### config.mk
export PLATFORM = sky130hd
export DESIGN_NAME = freq_counter
export DESIGN_NICKNAME = d
export VERILOG_FILES = /design/src/rtl/freq_counter.sv
export SDC_FILE = /design/constraint.sdc
export NUM_CORES = 1
export LEC_CHECK = 0
export BUFFER_PORTS_ARGS = -buffer_cell sky130_fd_sc_hd__buf_2
export CAP_MARGIN = 20
export CELL_PAD_IN_SITES_DETAIL_PLACEMENT = 0
export CELL_PAD_IN_SITES_GLOBAL_PLACEMENT = 1
export CORE_MARGIN = 1
export CORE_UTILIZATION = 40
export DETAILED_ROUTE_END_ITERATION = 10
export PLACE_DENSITY_LB_ADDON = 0.3
export SETUP_SLACK_MARGIN = 0.02
export SLEW_MARGIN = 40
export SYNTH_ARGS = -nofsm -noshare
export SYNTH_HDL_FRONTEND = slang
export SYNTH_SLANG_ARGS = --single-unit
### constraint.sdc
create_clock -name clk -period 2 [get_ports clk]
set_input_delay 0.2 -clock clk [delete_from_list [all_inputs] [get_ports clk]]
set_output_delay 0.2 -clock clk [all_outputs]
set_load 0.005 [all_outputs]
### src/rtl/freq_counter.sv
// Gated frequency counter: counts ce events between successive ovf strobes, latching the total to freq.
// Latency: freq/sat/valid register on the edge that samples ovf=1; no backpressure, since every strobe is reported.
module freq_counter #(
  parameter int WIDTH = 16
) (
  input  logic             clk,
  input  logic             rst,
  input  logic             ce,
  input  logic             ovf,
  output logic [WIDTH-1:0] freq,
  output logic             valid,
  output logic             sat
);

  localparam logic [WIDTH-1:0] CNT_MAX = '1;
  localparam logic [WIDTH-1:0] CNT_ONE = {{(WIDTH-1){1'b0}}, 1'b1};

  logic [WIDTH-1:0] cnt;
  logic             sat_int;
  logic             at_max;

  assign at_max = (cnt == CNT_MAX);

  // A ce in the closing cycle already belongs to the next window.
  always_ff @(posedge clk or posedge rst) begin
    if (rst) begin
      cnt     <= '0;
      sat_int <= 1'b0;
    end else if (ovf) begin
      cnt     <= ce ? CNT_ONE : '0;
      sat_int <= 1'b0;
    end else if (ce) begin
      if (at_max) begin
        sat_int <= 1'b1;
      end else begin
        cnt <= cnt + CNT_ONE;
      end
    end
  end

  always_ff @(posedge clk or posedge rst) begin
    if (rst) begin
      freq  <= '0;
      sat   <= 1'b0;
      valid <= 1'b0;
    end else begin
      valid <= ovf;
      if (ovf) begin
        freq <= cnt;
        sat  <= sat_int;
      end
    end
  end

endmodule

==> results.md, run 1 <==
- The worst setup path is of the reg2reg kind.
- The mean post-synth cell area is 11.5 um2.
- The count of vias placed by the detailed router is 1,195.
- The number of hold-slack violations in the final timing report came to 8.
- The count of unique library cells instantiated by Yosys is 31.
- After global routing the overflow that remains totals 0.
- After floorplanning, the core was sized to cover 3740 um2.
- 0 antenna diodes ended up in the layout.
- The element type at the critical path start is a flop.
- The largest net degree at the start of global routing is 36.
- The number of placed I/O pins is 22.
- The routed wire length is 3170 um.
- The worst hold path class is in2async.
- Summing every instance area after synthesis gives 1600 um2.
- The final-stage net count is 174.
- The cell area power density is 760 nW/um2.
- Compared with the post-synthesis result, the final layout area differs by 20.9%.
- Counting both buffers and inverters, the worst setup path holds a total of 1.
- The slack of the worst reg-to-reg path is 90 ps.
- The run finished, with violations left.
- In the layout the commonest cells are 35 x sky130_fd_sc_hd__dfrtp_1, 21 x sky130_fd_sc_hd__buf_2, 19 x sky130_fd_sc_hd__mux2_2.
- The compound-gate portion of the synthesized area is 11.6%.
- In this run the critical register-to-register path is launched from cnt[1]$_DFFE_PP0P_.
- Summing the areas of all fa, ha and maj instances in the mapped netlist gives 0.783% of the synthesized area.
- The post-detailed-route count of antenna-violating nets is 0.
- The first detailed-routing pass ran for 4 iterations.
- The half-perimeter wire length after placement is 2190 um.
- The full die area is 4250 um2.
- Setup violations remaining at the end of the flow were counted as 0.
- Row generation in the floorplan step produced 22 rows.
- The synthesized netlist devotes 16.8% of its cell area to simple gates.
- Along the worst path, the maximum fanout reaches 6.
- The final reports fail on hold timing.
- The count of buffers added on input and output ports is 21.
- The type of destination of the critical path is a flop.
- Counting cells, the worst reg-to-reg path comes to 6.
- The cell count after synthesis came out at 139.
- After layout, the worst path uses 95.3% of the clock period.
- The worst hold slack is -2.69 ps.
- The first global-routing pass estimated 5620 um of wire.
- The finished layout holds 218 standard cells, fillers aside.
- In this run the clock root is driven by a sky130_fd_sc_hd__clkbuf_8.
- Measured against the total synthesized area, the mux share comes to 13.4%.
- The overall fraction of global-route tracks in use is 17.7%.
- Setup repair after global routing left no endpoint under its margin.
- The area share of xor/xnor cells in the synthesized design is 0%.
- The starting utilization of the core area is 42.7%.
- TritonCTS built the clock tree.
- The number of filler cells placed in the layout is 366.
- After synthesis, the largest family of logic cells by area is simple AND/OR/NAND/NOR gates.
- The count of max-cap constraint violations is 0.
- The total placed cells including tap cells is 209.
- The final number of max-transition violations is 0.
- The maximum operating frequency is 0.525 GHz.
- After the first detailed-routing iteration, the DRC count stood at 55.
- In the routed design, unresolved DRC markers number 0.
- Of the cells placed in the final design, the portion with a size suffix greater than 1 is 38.8%.
- Clock-pin slew was measured on the worst setup and hold paths at 70 ps.
- The share of the Yosys chip area taken by registers is 54.8%.
- For this run, the slowest stage of the critical path takes 570 ps.
- The slew at the pin closest to its max-slew limit is 640 ps.
- Counting along the longest clock path gives a buffer depth of 2.
- Measured along the x axis, the die boundary spans 65.2 um.
- The setup TNS is 0 ps.
- The slowest cell on the critical path is sky130_fd_sc_hd__or4_4.
- Across the VDD grid, the largest voltage drop is 475 uV.
- Dividing the detail-routed via count by the number of cells gives 5.48.
- Traced cell by cell, the critical path runs through ha_2, nand4_2, or4_4, buf_4, o21ai_0, a22oi_2.
- The flip-flop and latch count after synthesis is 35.
- The clock latency reported for the late side of the worst-skew pair is 290 ps.
- The via count of the first global-routing pass is 1,190.
- In this run the number of H-tree levels came out at 2.
- The hold buffer count at cts is 0.
- The TritonCTS sink count is 35.
- In this run the tightest slew margin relative to its limit is 57.4%.
- The initial antenna violation count is 0.
- The leading cell type in the layout, fill and taps excluded is sky130_fd_sc_hd__dfrtp_1.
- For this design the static power due to leakage is 0.944 nW.
- The routed design could run at a clock period as short as 1910 ps.
- The final clock skew is 3.19 ps.
- Synthesis produced a netlist with a net count of 144.
- Clock tree synthesis inserted a total of 5 buffers.
- The average wire per cell in the routed design is 14.5 um.
- During synthesis, Yosys emitted a total of 0 warnings.
- The die outline height is 65.2 um.
- In this run the critical register-to-register path is captured at cnt[0]$_DFFE_PP0P_.
- At the end of routability-driven placement, the weighted congestion stood at 0.861.
- On the critical path the largest part of the delay comes from simple AND/OR/NAND/NOR gates.
- At the worst endpoint, the required time is 2170 ps.
- Data arrives at the worst endpoint at 2070 ps.
- The post-layout utilization of the core is 51.6%.
==> repair_timing <==
| item | CTS | global route |
|---|---|---|
| setup endpoints to repair | 0 | 1 |
| setup buffers | 0 | 1 |
| endpoints found under the hold margin | 0 | 0 |
| resized for setup | 0 | 3 |
==> worst max-delay path by stage <==
stage / startpoint / end / slack [ps] / cells past startpoint
global placement: cnt[1]$_DFFE_PP0P_ / cnt[0]$_DFFE_PP0P_ / 150 / 6
detailed placement: cnt[1]$_DFFE_PP0P_ / cnt[0]$_DFFE_PP0P_ / 60 / 6
finish: cnt[1]$_DFFE_PP0P_ / cnt[0]$_DFFE_PP0P_ / 90 / 6
global route: cnt[1]$_DFFE_PP0P_ / cnt[0]$_DFFE_PP0P_ / 9 / 6
CTS: cnt[1]$_DFFE_PP0P_ / cnt[0]$_DFFE_PP0P_ / 50 / 6
floorplan: cnt[0]$_DFFE_PP0P_ / cnt[6]$_DFFE_PP0P_ / 30 / 6
==> synthesized netlist by cell type <==
cell type	count	area share, %
sky130_fd_sc_hd__a21oi_1	11	3.4
sky130_fd_sc_hd__buf_1	2	0.47
sky130_fd_sc_hd__buf_2	1	0.31
sky130_fd_sc_hd__o41ai_1	3	1.6
sky130_fd_sc_hd__nor3_1	4	1.3
sky130_fd_sc_hd__o311ai_0	2	1.1
sky130_fd_sc_hd__nor3_2	1	0.63
sky130_fd_sc_hd__a31o_1	1	0.55
sky130_fd_sc_hd__or4_1	6	2.8
sky130_fd_sc_hd__o31ai_1	4	1.9
sky130_fd_sc_hd__or3_1	3	1.2
sky130_fd_sc_hd__nand3_1	4	1.3
sky130_fd_sc_hd__nand4_1	3	1.2
sky130_fd_sc_hd__nor2_1	4	0.94
sky130_fd_sc_hd__nand2_1	9	2.1
sky130_fd_sc_hd__o21ai_0	3	0.94
sky130_fd_sc_hd__nor2b_1	2	0.78
sky130_fd_sc_hd__mux2_2	19	13
sky130_fd_sc_hd__or2_2	1	0.39
sky130_fd_sc_hd__and3_1	3	1.2
sky130_fd_sc_hd__dfrtp_1	35	55
sky130_fd_sc_hd__clkbuf_1	4	0.94
sky130_fd_sc_hd__ha_1	1	0.78
sky130_fd_sc_hd__inv_1	4	0.94
sky130_fd_sc_hd__and4_1	1	0.55
sky130_fd_sc_hd__and3_2	2	0.94
sky130_fd_sc_hd__a211oi_1	1	0.47
sky130_fd_sc_hd__nand4_2	2	1.6
sky130_fd_sc_hd__a41o_1	1	0.63
sky130_fd_sc_hd__o21a_1	1	0.47
sky130_fd_sc_hd__a22oi_1	1	0.47
==> cell families (layout without fill, tap and decap cells) <==
logic type | after synthesis | count (layout)
simple gates | 45 | 45
flops | 35 | 35
compound gates | 28 | 28
mux | 19 | 19
buf+inv | 11 | 42
fa+ha+maj | 1 | 1
==> registers in the layout, indices dropped and copies added, names as in the netlist <==
register,count
sat_int,1
cnt,16
sat,1
freq,16
valid,1
==> report_power, final <==
part | internal [mW] | total [mW] | leakage [nW] | switching [mW]
logic | 0.0345 | 0.0817 | 0.401 | 0.0472
clock network | 0.403 | 0.659 | 0.0612 | 0.256
registers | 0.720 | 0.727 | 0.482 | 0.00713
==> metal layers <==
layer	part of all wire, %	wire (um)	GRT usage [%]	vias up
li1	-	-	-	577
met1	46	1460	23.5	591
met2	48	1530	26.8	22
met3	4.0	128	4.86	5
met4	1.6	51	8.42	0
met5	0	0	0	-
==> cell type report <==
class,instances,area [um2],area share (%)
clock inverters,2,35.0,1.81
inverters,4,15.0,0.777
repair buffers,30,173,8.94
clock buffers,6,82.6,4.27
flip-flops and latches,35,876,45.3
multi-input cells,93,691,35.8
well taps,48,60.1,3.11
==> worst reg2reg max path: cells and delay by family (launching register included) <==
kind	cells	cell delay, ps
buffers and inverters	1	170
DFF	1	380
and+or+nand+nor	2	710
AOI/OAI and AO/OA	2	330
adders and majority gates	1	200
==> metrics by stage <==
step	hold WS [ps]	instance area (um2)	total power, mW	worst slack, ps
final	-2.69	1930	1.47	94.1
after global routing	58.9	1930	1.52	9.32
after CTS	17.2	1910	1.47	47.0
after detailed placement	327	1800	0.819	58.2
after global placement	314	1800	0.816	154
after floorplan	231	1600	0.789	34.3
No activity file was read; power rests on OpenSTA's default activity.
==> inputs of run 2 (changes only) <==
--- a/config.mk
+++ b/config.mk
@@ -13,6 +13,7 @@
 export CORE_UTILIZATION = 40
 export DETAILED_ROUTE_END_ITERATION = 10
 export PLACE_DENSITY_LB_ADDON = 0.3
+export RECOVER_POWER = 100
 export SETUP_SLACK_MARGIN = 0.02
 export SLEW_MARGIN = 40
 export SYNTH_ARGS = -nofsm -noshare
==> constraint.sdc (replaced) <==
create_clock -name clk -period 2 [get_ports clk]
set_input_delay 0.2 -clock clk [delete_from_list [all_inputs] [get_ports clk]]
set_output_delay 0.2 -clock clk [all_outputs]
set_load 0.05 [all_outputs]
==> run 2 against run 1 <==
Against the previous run:
- the flow now finishes without violations
- critical endpoint unchanged
- hold slack gained 160 ps
- power increased by 1.5%
- routed wire length rose by 0.44%
- sequential power is essentially flat
- maximum frequency about the same
- largest power group unchanged
- combinational power up 27%
- register-to-register slack is essentially flat
- sequential share of layout area increased by 0.87 points
==> results.md, run 2 (synthesis results as in run 1) <==
- After floorplanning, the core was sized to cover 3740 um2.
- The leading cell type in the layout, fill and taps excluded is sky130_fd_sc_hd__dfrtp_1.
- The element type at the critical path start is a flop.
- From synthesis to final layout, the design area changed by 18.6%.
- At the worst endpoint, the required time is 2170 ps.
- The clock drives 35 sinks.
- The worst hold path class is in2async.
- The number of placed I/O pins is 22.
- In the global route stage, overall resource usage came out at 17.7%.
- Of all nets on the critical path, the largest fanout is 6.
- The first global-routing pass estimated 5620 um of wire.
- In this run the deepest clock path goes through 2 buffers.
- In the layout the commonest cells are 35 x sky130_fd_sc_hd__dfrtp_1, 21 x sky130_fd_sc_hd__clkbuf_1, 19 x sky130_fd_sc_hd__mux2_2.
- From left edge to right edge, the die measures 65.2 um.
- The depth of the worst register-to-register path is 6.
- The floorplan step defined a die boundary enclosing 4250 um2.
- Setup repair after global routing left no endpoint under its margin.
- TritonCTS built the clock tree.
- The number of optimization iterations in the first detailed-route pass is 4.
- The type of destination of the critical path is a flop.
- The area occupied by multi-input gates is 691 um2.
- The total DRC errors in the routed layout is 0.
- The initial antenna violation count is 0.
- The slack of the critical path is 95.7 ps.
- The setup path with the least slack is of type reg2reg.
- Max-cap violations in this run came to 0.
- In this run, CTS created clock tree buffers numbering 5.
- The HPWL after detailed placement is 2190 um.
- The maximum operating frequency is 0.525 GHz.
- Dividing total power by cell area gives a power density of 786 nW/um2.
- Entering global routing, the biggest net connects 36 pins.
- The final clock skew is 2.73 ps.
- The filler cells instantiated in the layout total 383.
- For this block, the initial DRC count from the detailed router was 50.
- The congestion estimate from routability-driven global placement came to 0.861.
- The number of setup violations in the final report is 0.
- The via count of the first global-routing pass came to 1,190.
- In the routed layout, each cell is associated on average with a via count of 5.50.
- CTS built an H-tree with a depth of 2.
- The non-filler instance count after layout is 218.
- The static leakage power is 0.857 nW.
- The area occupied by registers is 876 um2.
- The initial utilization of the core area, before any placement, comes to 42.7%.
- The worst slack after detailed placement is 58.2 ps.
- The final number of max-transition violations is 0.
- The number of hold-slack violations in the final timing report is 0.
- Data arrives at the worst endpoint at 2070 ps.
- The average wire per cell in the routed design is 14.6 um.
- The final critical-path required period is 1900 ps.
- Including well taps, the total number of placed cells is 209.
- After clock tree synthesis, the clock-pin slew on the worst setup and hold paths is 70 ps.
- The count of vias placed by the detailed router is 1,200.
- The post-detailed-route count of antenna-violating nets is 0.
- The proportion of layout cells with a drive suffix above 1 is 26.5%.
- The largest registers in the layout are cnt: 16 flops, freq: 16 flops.
- From bottom edge to top edge, the die measures 65.2 um.
- After detailed routing, the total wire length is 3190 um.
- The row count is 22.
- The worst-case headroom to the max-slew limit is 43.4%.
- The remaining global-route overflow is 0.
- The run finished with clean final reports.
- The number of buffers added on ports is 21.
- The later pin in the worst-skew pair is clocked with a latency of 290 ps.
- The number of inserted diodes is 0.
- IR analysis of the VDD net gives a maximum drop of 475 uV.
- The tree is rooted in a sky130_fd_sc_hd__clkbuf_8.
- The post-route fraction of the period consumed by the critical path is 95.2%.
- The final-stage net count is 174.
- The setup TNS is 0 ps.
- For the pin with the worst max-slew slack, the measured transition is 849 ps.
==> run 2: final timing paths <==
kind | startpoint | to | slack (ps)
max reg2reg | cnt[1]$_DFFE_PP0P_ | cnt[0]$_DFFE_PP0P_ | 100
min in group clk | ce | cnt[0]$_DFFE_PP0P_ | 250
max | cnt[1]$_DFFE_PP0P_ | cnt[0]$_DFFE_PP0P_ | 100
max in group asynchronous | rst | cnt[6]$_DFFE_PP0P_ | 1320
min reg2reg | sat_int$_DFFE_PP0P_ | sat_int$_DFFE_PP0P_ | 500
min | rst | freq[0]$_DFFE_PP0P_ | 150
==> run 2: metrics by stage <==
step,hold WS (ps),instance area (um2),total power [mW],utilization [%]
floorplan,231,1600,0.815,-
global placement,314,1800,0.842,48.0
detailed placement,327,1800,0.845,48.0
CTS,17.2,1910,1.50,51.1
global route,262,1900,1.54,50.6
finish,152,1900,1.49,50.6
==> run 2: area by class of cell <==
class	count	area share, %
Sequential cell	35	46.2
Multi-Input combinational cell	93	36.4
Timing Repair Buffer	30	7.19
Clock buffer	6	4.36
Tap cell	48	3.17
Clock inverter	2	1.85
Inverter	4	0.792
==> run 2: worst max-delay path, cell delays in order, from the launching register on <==
cell	delay [ps]
sky130_fd_sc_hd__dfrtp_1	380
sky130_fd_sc_hd__ha_2	200
sky130_fd_sc_hd__nand4_2	140
sky130_fd_sc_hd__or4_4	570
sky130_fd_sc_hd__buf_4	170
sky130_fd_sc_hd__o21ai_0	210
sky130_fd_sc_hd__a22oi_2	120
==> run 2: where the power goes <==
part	leakage (nW)	internal, mW	switching, mW	total [mW]
sequential	0.482	0.720	0.00731	0.727
clock	0.0612	0.403	0.255	0.659
combinational	0.313	0.0311	0.0733	0.104
==> run 2: timing repair <==
action / 4_1_cts / 5_1_grt
buffers inserted: 0 / 1
hold buffers: 0 / 0
setup endpoints to repair: 0 / 1
gates resized for setup: 0 / 3
==> run 2: per-layer routing <==
layer | global-route usage (%) | vias up | share of wire (%)
li1 | - | 578 | -
met1 | 23.5 | 595 | 46
met2 | 26.8 | 22 | 48
met3 | 4.86 | 5 | 4.1
met4 | 8.42 | 0 | 1.6
met5 | 0 | - | 0
